<file path="src/rtl/mem_port_arbiter.sv">
// Single-port memory arbiter between instruction fetch and the MEM stage: combinational grant,
// one-cycle read response routing. Define MEM_ARB_STARVE_GUARD_EN to build the fetch-starvation override.
module mem_port_arbiter #(
  parameter int ADDR_W     = 32,
  parameter int DATA_W     = 32,
  parameter int STARVE_MAX = 4
) (
  input  logic              clk,
  input  logic              reset,

  input  logic              if_req,
  input  logic [ADDR_W-1:0] if_addr,
  output logic              if_gnt,
  output logic              if_rvalid,
  output logic [DATA_W-1:0] if_rdata,
  output logic              stall_if,

  input  logic              d_req,
  input  logic              d_we,
  input  logic [ADDR_W-1:0] d_addr,
  input  logic [DATA_W-1:0] d_wdata,
  output logic              d_gnt,
  output logic              d_rvalid,
  output logic [DATA_W-1:0] d_rdata,

  output logic              mem_en,
  output logic              mem_we,
  output logic [ADDR_W-1:0] mem_addr,
  output logic [DATA_W-1:0] mem_wdata,
  input  logic [DATA_W-1:0] mem_rdata
);

  typedef enum logic [1:0] {
    IDLE    = 2'd0,
    RESP_IF = 2'd1,
    RESP_D  = 2'd2
  } resp_state_e;

  resp_state_e state;
  resp_state_e state_nxt;
  logic        fetch_force;

  // The 4-bit starvation counter can only reach 1..15.
  if (STARVE_MAX < 1 || STARVE_MAX > 15) begin : g_bad_starve_max
    $error("mem_port_arbiter: STARVE_MAX must be in 1..15");
  end

`ifdef MEM_ARB_STARVE_GUARD_EN
  localparam logic [3:0] STARVE_LIM = 4'(STARVE_MAX);

  logic [3:0] starve_cnt;

  assign fetch_force = if_req && (starve_cnt == STARVE_LIM);

  // Counts consecutive cycles in which fetch asked and lost; any fetch grant or idle fetch clears it.
  always_ff @(posedge clk or posedge reset) begin
    if (reset) begin
      starve_cnt <= 4'd0;
    end else if (!if_req || if_gnt) begin
      starve_cnt <= 4'd0;
    end else if (starve_cnt != STARVE_LIM) begin
      starve_cnt <= starve_cnt + 4'd1;
    end
  end
`else
  assign fetch_force = 1'b0;
`endif

  // Data wins by default; the starvation override is the only way fetch beats a data request.
  assign d_gnt    = d_req && !fetch_force;
  assign if_gnt   = if_req && !d_gnt;
  assign stall_if = if_req && !if_gnt;

  // NOTE: every output of a combinational block gets a default first so no path can infer a latch.
  always_comb begin
    mem_en    = 1'b0;
    mem_we    = 1'b0;
    mem_addr  = '0;
    mem_wdata = '0;
    if (d_gnt) begin
      mem_en    = 1'b1;
      mem_we    = d_we;
      mem_addr  = d_addr;
      mem_wdata = d_wdata;
    end else if (if_gnt) begin
      mem_en    = 1'b1;
      mem_addr  = if_addr;
    end
  end

  // Response owner for next cycle; taken from every state so back-to-back reads pipeline.
  always_comb begin
    state_nxt = IDLE;
    if (if_gnt) begin
      state_nxt = RESP_IF;
    end else if (d_gnt && !d_we) begin
      state_nxt = RESP_D;
    end
  end

  // NOTE: sequential state uses non-blocking assignments so all flops update from pre-edge values.
  always_ff @(posedge clk or posedge reset) begin
    if (reset) begin
      state     <= IDLE;
      if_rvalid <= 1'b0;
      d_rvalid  <= 1'b0;
    end else begin
      state     <= state_nxt;
      if_rvalid <= (state_nxt == RESP_IF);
      d_rvalid  <= (state_nxt == RESP_D);
    end
  end

  // Read data is shared; consumers qualify it with their own rvalid.
  assign if_rdata = mem_rdata;
  assign d_rdata  = mem_rdata;

endmodule

</file>
<file path="config.mk">
export PLATFORM = sky130hd
export DESIGN_NAME = mem_port_arbiter
export DESIGN_NICKNAME = d
export VERILOG_FILES = /design/src/rtl/mem_port_arbiter.sv
export SDC_FILE = /design/constraint.sdc
export NUM_CORES = 1
export LEC_CHECK = 0
export ABC_AREA = 1
export BUFFER_PORTS_ARGS = -buffer_cell sky130_fd_sc_hd__buf_4
export CORE_AREA = 2 2 104 106
export DETAILED_ROUTE_END_ITERATION = 8
export DIE_AREA = 0 0 106 108
export GPL_TIMING_DRIVEN = 0
export PLACE_DENSITY = 0.44
export SLEW_MARGIN = 20
export SYNTH_ARGS = -nofsm -noshare
export SYNTH_HDL_FRONTEND = slang
export SYNTH_SLANG_ARGS = --single-unit
</file>
<file path="constraint.sdc">
create_clock -name clk -period 0.9 [get_ports clk]
set_clock_uncertainty 0.15 [all_clocks]
set_input_delay 0 -clock clk [delete_from_list [all_inputs] [get_ports clk]]
set_output_delay 0 -clock clk [all_outputs]
set_load 0.03 [all_outputs]
</file>
Word level (Yosys, flattened, before mapping)
Cells that the tools add are included.
{"block": "totals", "in_bits": 133, "out_inout_bits": 135, "register_bits": 2, "elab_cells": 18}
{"block": "classes", "n_mux": 8, "n_eq_ne": 2, "reduce_logical": 6}
{"cell": "$mux W32", "n": 3}
{"cell": "$mux W2", "n": 2}
{"cell": "$logic_and A1 B1 Y1", "n": 3}
{"cell": "$logic_not A1 Y1", "n": 3}
{"cell": "$mux W1", "n": 3}
{"cell": "$eq A2 B1 Y1 const B", "n": 1}
{"cell": "$eq A2 B2 Y1 const B", "n": 1}

Depth between registers and ports, before layout
{"block": "logic_depth", "depth_word": 5, "ltp_mapped": 5, "ltp_nobuf": 3}

Worst setup path before layout
Ideal clock, no wire load.
{"block": "synth_timing", "kind": "input to output", "startpoint": "input d_req", "endpoint": "output if_gnt", "path_buffers": 2, "cell_stages": 3, "setup_slack_ps": 21, "t_arrival_ps": 729, "required_ps": 750, "cell_sequence": "buf_4 > buf_2 > nor2_1"}
{"block": "synth_between", "elab_chain_cells": 2}
{"element": "start, declared", "line_no": "18", "rtl": "input logic d_req,"}
{"element": "$logic_not A1 Y1", "line_no": "71", "rtl": "assign if_gnt = if_req && !d_gnt;"}
{"element": "$logic_and A1 B1 Y1", "line_no": "71"}
{"element": "end, declared", "line_no": "13", "rtl": "output logic if_gnt,"}
Every way passes these cells.

Final worst setup path
{"block": "layout_timing", "startpoint": "register d_rvalid", "endpoint": "output d_rvalid"}
{"element": "start, declared", "line_no": "23", "rtl": "output logic d_rvalid,"}
{"element": "start signal, assigned", "line_no": "110", "rtl": "d_rvalid <= (state_nxt == RESP_D);"}
No word-level cell between the ends.

==> out/qor.yml <==
dr_total_vias: 2259
crit_start: "d_rvalid"
syn_nets: 386
synth_flop_cell: "dfrtp_1"
fin_crit_ps: 879
dieHeight_um: 108
tightest_slew_ps: 190
synth-seq-cells: 2
die_area_sq_um: 11400
worstPathRequired_ps: 750
finalCritPeriodShare_pct: 97.7
grt_use_total_pct: 10.7
netlist_instances: 253
drive_gt1_share_pct: 64.7
cp-end-kind: "output port"
ir_drop_mv: 0.341
hp-start: "if_req"
antenna_left: 0
synth_top_area_share_pct: 39.1
cp_max_fo: 1
grt_start_max_net_pins: 11
root_buffer: "clkbuf_8"
synth_top_family_by_area: "buffers and inverters"
yosysTopAreaCell: "buf_4"
maxSlewViolCount: 0
clock_sinks: 2
critPathMaxStageDelay_ps: 350
setup_tns_ps: 0
grt-ovfl-total: 0
critPathSlowestCell: "dfrtp_1"
diodes: 0
regArea_sq_um: 50.0
synth-compound-area-share_pct: 0
synth-seq-area-share_pct: 3.77
cts_buffers: 3
wl_per_cell_um: 11.2
yosysUniqueCellTypes: 9
place.gp.congestion: 0.701
drt_iter0_drc: 91
core_area_sq_um: 10200
setup.worst_path.class: "reg -> out"
first_pass_iters: 4
grt_pass1_wl_um: 9960
cp_cell_sequence: "buf_4"
critPathBufInv: 1
clk_pin_slew_ps: 30
cts_tree: "yes"
cp_top_family: "flip-flops"
numPortBuffers: 233
ctsHtreeMaxLevel: 1
async_flop_share_pct: 100
rsz0062_at_grt: "false"
die_w_um: 106
synth-xor-area-share_pct: 0
synth.area.top_cells: "buf_4, nand2_1, nand3_1, inv_1, dfrtp_1"
fmaxAchievable_ghz: 1.14
hold_path_class: "in -> reg"
synth_edf_count: 0
cellPowerDensity_nw_per_um2: 780
yosysMostFrequentCell: "nand2_1"
multi_input_area_sq_um: 543
failed_checks: "hold timing"
hold_viol_final: 1
drc: 0
holdWs_ps: -3.45
synthAdderAreaFrac_pct: 0
synthTopCellsByCount: "nand2_1, buf_4, inv_1, nand3_1, buf_2"
synth.avg_cell_area_sq_um: 5.24
synth_mux_area_share_pct: 0
syn2layout_area_growth_pct: 155
fillerInstances: 1124
yosys.area_share.simple_pct: 40.9
crit_path_end: "d_rvalid"
p_leak_uw: 0.00224
rows: 37
dp_hpwl_um: 6140
ys_warn_count: 0
initial_core_util_pct: 13.0
finalSetupViolCount: 0
critPathLaunchType: "flip-flop"
syn-cell-area_sq_um: 1330
routed_wl_um: 7010
grt_pass1_vias: 2033
antenna_found_initial: 0
relSlewSlack_pct: 87.3
arrival_ps: 730
via_per_inst: 3.59
outcome: "complete, but fails checks"
drv_cap: 0
nets: 628
path_depth: 1
clk_path_buf_depth: 2
top_level_ports: 268
-- state kept, by name, indices dropped and copies added (netlist names) --
register / flops
d_rvalid: 1
if_rvalid: 1
-- metrics by stage --
step                      area (sq um)  util, %  cells  worst slack (ps)  total power [uW]
after CTS                         3330     32.5    627             -13.4              2650
after floorplan                   1330        -    253              21.4              1320
after detailed placement          3250     31.7    622             -99.2              2270
after global routing              3390     33.1    629              7.34              2800
final                             3390     33.1    629              20.8              2640
after global placement            3250     31.7    622             -70.3              2260
-- worst min-delay path by stage --
stage	to	slack [ps]	cells past startpoint
after global routing	if_rvalid	5	3
final	if_rvalid	-3	3
after detailed placement	d_rvalid	-290	2
after floorplan	d_rvalid	-410	1
after global placement	d_rvalid	-290	2
after CTS	if_rvalid	-6	3
-- placed cells by master, fill, tap and decap left out --
master,n
buf_4,299
inv_8,1
nand2_1,99
clkbuf_4,2
nand3_1,32
nor2_1,3
dlygate4sd3_1,2
buf_12,1
buf_8,2
inv_1,36
clkbuf_8,3
buf_6,8
dfrtp_1,2
buf_2,3
-- tightest hold or removal path: cells and delay by family --
family,cells,cell delay (ps)
AND/OR/NAND/NOR,1,50
buffers and inverters,2,270
-- cells by family after synthesis --
kind of cell           Yosys count
flip-flops                       2
buffers and inverters          117
AND/OR/NAND/NOR                134
-- layout make-up --
cell class / count / share of cell area, %
Tap cell: 136 / 5.03
Buffer: 80 / 18.7
Sequential cell: 2 / 1.48
Timing Repair Buffer: 237 / 53.2
Inverter: 37 / 4.32
Multi-Input combinational cell: 134 / 16.0
Clock buffer: 3 / 1.22
-- repair_timing --
| action | CTS | global route |
|---|---|---|
| setup buffers | 0 | 2 |
| resized for setup | 7 | 9 |
| endpoints found under the hold margin | 4 | 0 |
| hold buffers | 2 | 0 |
| pin swaps | 0 | 0 |
| endpoints found under the setup margin | 29 | 47 |
-- power breakdown --
| part | total (uW) | internal, uW | switching, uW |
|---|---|---|---|
| sequential | 97.0 | 95.3 | 1.78 |
| combinational | 2190 | 1020 | 1170 |
| clock | 352 | 283 | 69.3 |
| total | 2640 | 1400 | 1240 |
-- metal layers --
| layer | vias up | track usage [%] | routed length (um) |
|---|---|---|---|
| li1 | 1156 | - | - |
| met1 | 947 | 10.8 | 2300 |
| met2 | 152 | 21.6 | 3780 |
| met3 | 4 | 3.25 | 876 |
| met4 | 0 | 2.07 | 54 |
| met5 | - | 0 | 0 |
(Power assumes the default switching activity.)
